==> src/rtl/atm_session_ctrl.sv <==
// ATM card-session sequencer: language, PIN with retry/retention, operation menu,
// bounded withdraw/deposit/inquiry, and write-back of committed balances.
module atm_session_ctrl #(
   parameter int unsigned BAL_W         = 20,
   parameter int unsigned MAX_PIN_TRIES = 3,
   parameter int unsigned TIMEOUT_CYC   = 1000,
   parameter int unsigned WD_LIMIT      = 5000
) (
   input  logic             clk,
   input  logic             rst,
   input  logic             card_in,
   input  logic [BAL_W-1:0] acct_rd_data,
   input  logic             lang_valid,
   input  logic             lang_sel,
   input  logic             pin_valid,
   input  logic             pin_ok,
   input  logic             op_valid,
   input  logic [1:0]       op_sel,
   input  logic [BAL_W-1:0] amount,
   input  logic             another_valid,
   input  logic             another_yes,
   output logic             language,
   output logic [BAL_W-1:0] balance,
   output logic             acct_wr_en,
   output logic [BAL_W-1:0] acct_wr_data,
   output logic             op_done,
   output logic             error,
   output logic [2:0]       err_code,
   output logic             card_eject,
   output logic             card_retain,
   output logic             busy
);

   typedef enum logic [2:0] {
      S_IDLE, S_LANG, S_PIN, S_MENU, S_EXEC, S_ANOTHER, S_EJECT, S_RETAIN
   } state_t;

   localparam int unsigned    TW      = $clog2(TIMEOUT_CYC);
   localparam logic [TW-1:0]  T_LAST  = TW'(TIMEOUT_CYC - 1);
   localparam logic [3:0]     TRY_MAX = 4'(MAX_PIN_TRIES);
   localparam logic [BAL_W:0] WD_LIM  = (BAL_W+1)'(WD_LIMIT);

   localparam logic [2:0] ERR_NONE = 3'd0, ERR_PIN = 3'd1, ERR_FUNDS = 3'd2,
                          ERR_LIMIT = 3'd3, ERR_OVF = 3'd4, ERR_TIMEOUT = 3'd5,
                          ERR_RETAIN = 3'd6;

   state_t           state, state_d;
   logic [TW-1:0]    timer, timer_d;
   logic [3:0]       tries, tries_d;
   logic [BAL_W-1:0] withdrawn, wd_d;
   logic [1:0]       op_q, op_d;
   logic [BAL_W-1:0] amt_q, amt_d;
   logic             lang_d, wr_en_d, done_d, err_d, eject_d, retain_d, busy_d;
   logic [BAL_W-1:0] bal_d, wr_data_d;
   logic [2:0]       err_code_d;
   logic             wait_st, taken;

   logic [BAL_W:0]   wd_sum, dep_sum;
   logic [BAL_W-1:0] bal_sub;
   logic [3:0]       tries_inc;
   logic [TW-1:0]    timer_inc;
   logic             expired;

   assign wd_sum    = {1'b0, withdrawn} + {1'b0, amt_q};
   assign dep_sum   = {1'b0, balance} + {1'b0, amt_q};
   assign bal_sub   = balance - amt_q;
   assign tries_inc = tries + 4'd1;
   assign timer_inc = timer + TW'(1);
   assign expired   = (timer == T_LAST);
   assign wait_st   = state inside {S_LANG, S_PIN, S_MENU, S_ANOTHER};

   always_ff @(posedge clk or negedge rst) begin
      if (!rst) begin
         state        <= S_IDLE;
         timer        <= '0;
         tries        <= '0;
         withdrawn    <= '0;
         op_q         <= '0;
         amt_q        <= '0;
         language     <= 1'b0;
         balance      <= '0;
         acct_wr_en   <= 1'b0;
         acct_wr_data <= '0;
         op_done      <= 1'b0;
         error        <= 1'b0;
         err_code     <= ERR_NONE;
         card_eject   <= 1'b0;
         card_retain  <= 1'b0;
         busy         <= 1'b0;
      end else begin
         state        <= state_d;
         timer        <= timer_d;
         tries        <= tries_d;
         withdrawn    <= wd_d;
         op_q         <= op_d;
         amt_q        <= amt_d;
         language     <= lang_d;
         balance      <= bal_d;
         acct_wr_en   <= wr_en_d;
         acct_wr_data <= wr_data_d;
         op_done      <= done_d;
         error        <= err_d;
         err_code     <= err_code_d;
         card_eject   <= eject_d;
         card_retain  <= retain_d;
         busy         <= busy_d;
      end
   end

   always_comb begin
      state_d    = state;
      timer_d    = timer;
      tries_d    = tries;
      wd_d       = withdrawn;
      op_d       = op_q;
      amt_d      = amt_q;
      lang_d     = language;
      bal_d      = balance;
      wr_data_d  = acct_wr_data;
      err_code_d = err_code;
      wr_en_d    = 1'b0;
      done_d     = 1'b0;
      err_d      = 1'b0;
      taken      = 1'b0;

      // Card removal mid-session wins over everything, including a pending EXEC result.
      if (!card_in && (wait_st || state == S_EXEC)) begin
         state_d = S_IDLE;
      end else begin
         case (state)
            S_IDLE: begin
               if (card_in) begin
                  state_d    = S_LANG;
                  bal_d      = acct_rd_data;
                  err_code_d = ERR_NONE;
                  tries_d    = '0;
                  wd_d       = '0;
                  timer_d    = '0;
               end
            end
            S_LANG: begin
               if (lang_valid) begin
                  taken   = 1'b1;
                  lang_d  = lang_sel;
                  state_d = S_PIN;
               end
            end
            S_PIN: begin
               if (pin_valid) begin
                  taken = 1'b1;
                  if (pin_ok) begin
                     state_d = S_MENU;
                     tries_d = '0;
                  end else begin
                     err_d   = 1'b1;
                     tries_d = tries_inc;
                     if (tries_inc >= TRY_MAX) begin
                        state_d    = S_RETAIN;
                        err_code_d = ERR_RETAIN;
                     end else begin
                        err_code_d = ERR_PIN;
                     end
                  end
               end
            end
            S_MENU: begin
               if (op_valid) begin
                  taken   = 1'b1;
                  op_d    = op_sel;
                  amt_d   = amount;
                  state_d = (op_sel == 2'b11) ? S_EJECT : S_EXEC;
               end
            end
            S_EXEC: begin
               state_d = S_ANOTHER;
               timer_d = '0;
               case (op_q)
                  2'b00: begin
                     if (amt_q > balance) begin
                        err_d      = 1'b1;
                        err_code_d = ERR_FUNDS;
                     end else if (wd_sum > WD_LIM) begin
                        err_d      = 1'b1;
                        err_code_d = ERR_LIMIT;
                     end else begin
                        bal_d     = bal_sub;
                        wd_d      = wd_sum[BAL_W-1:0];
                        wr_en_d   = 1'b1;
                        wr_data_d = bal_sub;
                        done_d    = 1'b1;
                     end
                  end
                  2'b01: begin
                     if (dep_sum[BAL_W]) begin
                        err_d      = 1'b1;
                        err_code_d = ERR_OVF;
                     end else begin
                        bal_d     = dep_sum[BAL_W-1:0];
                        wr_en_d   = 1'b1;
                        wr_data_d = dep_sum[BAL_W-1:0];
                        done_d    = 1'b1;
                     end
                  end
                  2'b10:   done_d = 1'b1;
                  default: ;
               endcase
            end
            S_ANOTHER: begin
               if (another_valid) begin
                  taken   = 1'b1;
                  state_d = another_yes ? S_MENU : S_EJECT;
               end
            end
            S_EJECT, S_RETAIN: begin
               if (!card_in) state_d = S_IDLE;
            end
            default: state_d = S_IDLE;
         endcase

         // Shared inactivity timer: an accepted strobe reloads it, and a strobe
         // arriving in the expiry cycle suppresses the timeout.
         if (wait_st) begin
            if (taken) begin
               timer_d = '0;
            end else if (expired) begin
               state_d    = S_EJECT;
               err_d      = 1'b1;
               err_code_d = ERR_TIMEOUT;
            end else begin
               timer_d = timer_inc;
            end
         end
      end

      busy_d   = (state_d != S_IDLE);
      eject_d  = (state_d == S_EJECT);
      retain_d = (state_d == S_RETAIN);
   end

endmodule

==> config.mk <==
export PLATFORM = sky130hd
export DESIGN_NAME = atm_session_ctrl
export DESIGN_NICKNAME = d
export VERILOG_FILES = /design/src/rtl/atm_session_ctrl.sv
export SDC_FILE = /design/constraint.sdc
export NUM_CORES = 1
export LEC_CHECK = 0
export CAP_MARGIN = 30
export CORE_MARGIN = 2
export CORE_UTILIZATION = 55
export DETAILED_ROUTE_END_ITERATION = 6
export PLACE_DENSITY = 0.79
export SYNTH_ARGS = -nofsm -noshare
export SYNTH_HDL_FRONTEND = slang
export SYNTH_SLANG_ARGS = --single-unit
==> constraint.sdc <==
create_clock -name clk -period 3.8 [get_ports clk]
set_input_delay 0.95 -clock clk [delete_from_list [all_inputs] [get_ports clk]]
set_output_delay 0.95 -clock clk [all_outputs]
set_load 0.02 [all_outputs]
**Word level (Yosys, flattened, before mapping)**

Index checks and enable logic that the tools add are counted.

- Magnitude comparators: 3
- Mux-type cells: 73
- Div/mod/pow operators: 0
- $add $sub $neg: 5
- Bitwise operators: 1
- Shift operators: 0
- Reduce and logical (&&, ||, !) cells: 17
- Multipliers: 0
- Equal/unequal tests: 25

Operators by type and width:

| cell | number |
|---|---|
| $mux W20 | 8 |
| $pmux W20 S2 | 3 |
| $mux W3 | 23 |
| $add A20 B20 Y21 | 2 |
| $mux W10 | 4 |
| $gt A21 B13 Y1 const B | 1 |
| $mux W1 | 21 |
| $pmux W3 S7 | 1 |
| $gt A20 B20 Y1 | 1 |
| $pmux W10 S2 | 1 |
| $sub A20 B20 Y20 | 1 |
| $eq A3 B3 Y1 const B | 6 |
| $ne A2 B2 Y1 const B | 7 |
| $mux W4 | 3 |
| $reduce_and A6 Y1 | 2 |
| $add A10 B1 Y10 const B | 1 |
| $eq A10 B10 Y1 const B | 1 |
| $ne A3 B3 Y1 const B | 3 |
| $pmux W3 S3 | 1 |
| $pmux W4 S2 | 1 |
| $reduce_and A7 Y1 | 1 |
| $eq A3 B2 Y1 const B | 2 |
| $pmux W1 S2 | 3 |
| $pmux W3 S2 | 1 |
| 22 further kinds | 26 |

- Memories kept: 0
- ROM bits: 0
- Flip-flop bits (word level): 109
- Input port bits: 52
- Word-level logic and storage cells: 140
- Memory bits (writable): 0
- Bits in latches: 0
- Output and inout port bits: 50

**Depth between registers and ports, before layout**

- Word-level depth: 11
- Mapped depth: 13

**Least setup slack after synthesis**

No wires, ideal clock.

- Kind: reg2reg
- Start point: register amt_q[0]
- End point: register balance[11]
- Data arrival time: 3.352 ns
- Cell stages (with the launch flop): 13
- Library setup time: 0.125 ns
- Buffers on the path: 1
- Data required time: 3.675 ns
- Path slack: 0.324 ns
- Cell sequence: dfrtp_1 > ha_1 > fa_1 > a21o_1 > a221oi_2 > o311a_4 > o31ai_4 > mux2_4 > nor4_4 > nand3_1 > o21ai_1 > buf_4 > mux2_2

- Longest elaborated chain between the ends: 5
- Elaborated cells on any way between the ends: 14
- Classes of those cells: add/sub (3); order compare (2); eq/ne (3); mux (5); reduce/logical (1)

RTL lines:

| what | line | text |
|---|---|---|
| start, declared | 52 | `logic [BAL_W-1:0] amt_q, amt_d;` |
| start signal, assigned | 96 | `amt_q <= amt_d;` |
| branches (longest 5 deep; another with $add A20 B20 Y21) | -- |  |
| end signal, assigned | 98 | `balance <= bal_d;` |
| end, declared | 23 | `output logic [BAL_W-1:0] balance,` |

Several ways; the timed one is not identified. The select of a mux whose other input is x is not followed.
A chain may end at the register's enable or synchronous reset.

**Final worst setup path**

- Start point: register withdrawn[0]
- End point: register balance[3]

- Longest elaborated chain between the ends: 4

RTL lines:

| what | line | text |
|---|---|---|
| start, declared | 50 | `logic [BAL_W-1:0] withdrawn, wd_d;` |
| start signal, assigned | 94 | `withdrawn <= wd_d;` |
| $add A20 B20 Y21 | 64 | `assign wd_sum = {1'b0, withdrawn} + {1'b0, amt_q};` |
| $gt A21 B13 Y1 | 182 | `end else if (wd_sum > WD_LIM) begin` |
| $ne A3 B3 Y1 (no line) | -- |  |
| $reduce_and A7 Y1 (no line) | -- |  |

No other way between the ends.

==> results.json <==
{
  "syn_to_final_growth_pct": 20.24,
  "synth_nets": 1024,
  "crit_arrival_ns": 3.88,
  "finClkSkew_ns": 0.007817,
  "drt-total-wl_mm": 21.71,
  "vdd_ir_drop_max_uv": 399.1,
  "grt_pass1_wl_mm": 35.35,
  "ys_seq_area_share_pct": 32.73,
  "clkTransAtPathRegs_ns": 0.07,
  "period_minus_slack_ns": 3.644,
  "viasPerCell": 6.097,
  "fin_crit_sh_pct": 95.89,
  "hold_ws_ns": 0.5094,
  "dp_hpwl_mm": 16.64,
  "synth_flop_cell": "dfrtp_1",
  "grt.total_usage_pct": 27.29,
  "drv_cap": 0,
  "nets": 1131,
  "cts_root_buffer": "clkbuf_16",
  "yosysUniqueCellTypes": 88,
  "die_area_sq_um": 16150,
  "grt_pass1_vias": 6878,
  "async_reset_ff_share_pct": 100.0,
  "wl_per_cell_microns": 18.06,
  "synth-edff-count": 0,
  "power.density_nw_per_um2": 842.4,
  "drc": 1,
  "row_count": 44,
  "initial_core_util_pct": 56.91,
  "synth-warning-count": 0,
  "crit_fanout": 15,
  "syn_area_per_cell_sq_um": 9.199,
  "fin_util_pct": 68.43,
  "synth_top_area_share_pct": 32.73,
  "netlist_instances": 906,
  "setup_violations": 0,
  "worst_slew_pin_slew_ns": 0.9260,
  "netlist_top_cells_area": "dfrtp_1 33%, ha_1 9.5%, mux2_2 5.0%",
  "io_buffers": 101,
  "cts_setup_buffers": 0,
  "grt_max_degree": 58,
  "hold_viol_final": 0,
  "crit_type": "reg -> reg",
  "synth_top_area_cell": "dfrtp_1",
  "cts_tree": "built",
  "first_iter_violations": 694,
  "fmax_mhz": 274.4,
  "whs_path_depth": 1,
  "cp-start-kind": "flop",
  "final_max_slew_viol_count": 0,
  "hold_buffers": 0,
  "rsz0062_at_grt": "false",
  "ctsLongestPathBuffers": 2,
  "antenna_left": 0,
  "ys_ff_latch": 109,
  "ios": 102,
  "die_w_microns": 127.1,
  "timing.final.ws_setup_ns": 0.1562,
  "htreeDepth": 3,
  "first_pass_iters": 7,
  "fp.coreArea_sq_um": 14640,
  "grt-ovfl-total": 0,
  "cts_num_sinks": 109,
  "violations": "DRC",
  "post-place-ws_ns": -0.02574,
  "gp_congestion": 0.9221,
  "num_vias": 7328,
  "worstPathRequired_ns": 4.04,
  "p_leak_nw": 4.517,
  "drive_gt1_share_pct": 13.56,
  "slew-limit-headroom_pct": 38.14,
  "cp-end-kind": "flop",
  "r2r_cells": 14,
  "clk_latency_ns": 0.36,
  "synth_area_sq_um": 8334,
  "die_h_microns": 127.1,
  "antenna_found_initial": 0,
  "hp-class": "reg -> reg",
  "antenna_cells": 0,
  "outcome": "complete, but fails checks",
  "cts-buffers-inserted": 9
}
-- cells by family (layout without fill, tap and decap cells) --
family / Yosys count / in the layout / share of synthesized area [%]
muxes: 80 / 80 / 11.18
and+or+nand+nor: 260 / 260 / 15.60
AOI/OAI and AO/OA: 256 / 256 / 21.72
adders and majority gates: 66 / 66 / 10.18
DFF: 109 / 109 / 32.73
buffers and inverters: 102 / 214 / 5.119
xor gates and xnor gates: 33 / 33 / 3.468
-- cells in the mapped netlist, types with 3 or more instances --
library cell,instances
a2111oi_0,4
a211o_1,4
a211oi_1,11
a21boi_0,9
a21o_1,10
a21oi_1,56
a221oi_1,3
a22oi_1,4
a31oi_1,10
a32o_1,14
and2_1,4
and3_1,10
buf_1,3
buf_2,5
buf_4,3
clkbuf_1,27
dfrtp_1,109
fa_1,3
ha_1,63
inv_1,61
mux2_2,37
mux2_4,17
mux2i_1,26
nand2_1,64
nand2b_1,13
nand3_1,23
nand4_1,4
nor2_1,65
nor2b_1,10
nor3_1,30
nor4bb_1,3
o211ai_1,6
o21a_1,10
o21ai_0,52
o21bai_1,5
o22ai_1,5
o31a_1,4
o31ai_1,10
or2_2,6
or3_1,8
xnor2_1,25
xor2_1,8
-- worst paths after layout --
path | start | end | slack (ns)
max | withdrawn[0] | balance[3] | 0.16
min | acct_wr_data[2] | acct_wr_data[2] | 0.51
max reg2reg | withdrawn[0] | balance[3] | 0.16
min reg2reg | acct_wr_data[2] | acct_wr_data[2] | 0.51
max in group asynchronous | rst | balance[6] | 2.43
min in group asynchronous | rst | timer[3] | 0.63
-- report_power, final --
| group | total, W | internal, W | switching, W | leakage, nW |
|---|---|---|---|---|
| sequential | 0.00191 | 0.00149 | 0.000419 | 1.43 |
| clock | 0.000899 | 0.000461 | 0.000438 | 0.134 |
| combinational | 0.00563 | 0.00246 | 0.00317 | 2.95 |
| total | 0.00844 | 0.00441 | 0.00403 | 4.52 |
-- registers in the layout, indices dropped and copies added, names as in the netlist --
| register | cells |
|---|---|
| state | 3 |
| op_done | 1 |
| op_q | 2 |
| acct_wr_en | 1 |
| language | 1 |
| error | 1 |
| err_code | 3 |
| card_retain | 1 |
| withdrawn | 20 |
| acct_wr_data | 20 |
| amt_q | 20 |
| timer | 10 |
| balance | 20 |
| busy | 1 |
| card_eject | 1 |
| tries | 4 |
-- routing by layer --
layer | GRT usage (%) | vias up | routed length, microns
li1 | - | 3530 | -
met1 | 38.27 | 3516 | 10100
met2 | 44.69 | 258 | 10090
met3 | 2.973 | 24 | 1118
met4 | 8.727 | 0 | 400
met5 | 0 | - | 0
-- critical path, stage by stage, from the launching register on --
cell,delay (ns)
dfrtp_1,0.39
ha_1,0.24
fa_1,0.41
a21o_1,0.21
a221oi_4,0.34
o311a_4,0.27
o31ai_4,0.10
a31o_1,0.23
and3_1,0.20
o311ai_4,0.37
buf_4,0.23
o21ai_2,0.09
buf_12,0.17
buf_4,0.15
mux2i_1,0.12
-- area by class of cell --
| class | count | area [sq um] |
|---|---|---|
| Multi-Input combinational cell | 695 | 5240 |
| Fill cell | 1169 | 4623 |
| Sequential cell | 109 | 2728 |
| Timing Repair Buffer | 137 | 1316 |
| Clock buffer | 10 | 239.0 |
| Tap cell | 184 | 230.2 |
| Inverter | 61 | 229.0 |
| Clock inverter | 6 | 38.79 |
-- cells in the final DEF, fill, tap and decap left out, types with 17 or more instances in the layout --
master / Yosys / layout
nor2_1: 65 / 65
mux2i_1: 26 / 26
a21oi_1: 56 / 56
nand3_1: 23 / 23
o21ai_0: 52 / 50
inv_1: 61 / 61
xnor2_1: 25 / 25
dfrtp_1: 109 / 109
nand2_1: 64 / 64
mux2_2: 37 / 37
clkdlybuf4s50_1: 0 / 100
buf_4: 3 / 34
mux2_4: 17 / 17
ha_1: 63 / 63
nor3_1: 30 / 30
-- timing repair --
action | CTS | global route
pin swaps | 0 | 1
gates resized for setup | 3 | 8
endpoints found under the setup margin | 35 | 56
-- per-stage QoR --
step / total power [W] / TNS, ns / std cells / instance area [sq um]
2_1_floorplan: 0.005643 / 0 / 906 / 8334
3_3_place_gp: 0.007333 / -0.03344 / 1186 / 9687
3_5_place_dp: 0.007399 / -0.06853 / 1186 / 9687
4_1_cts: 0.008336 / 0 / 1202 / 9967
5_1_grt: 0.009061 / 0 / 1202 / 10020
6_report: 0.008442 / 0 / 1202 / 10020
(Power assumes the default switching activity.)
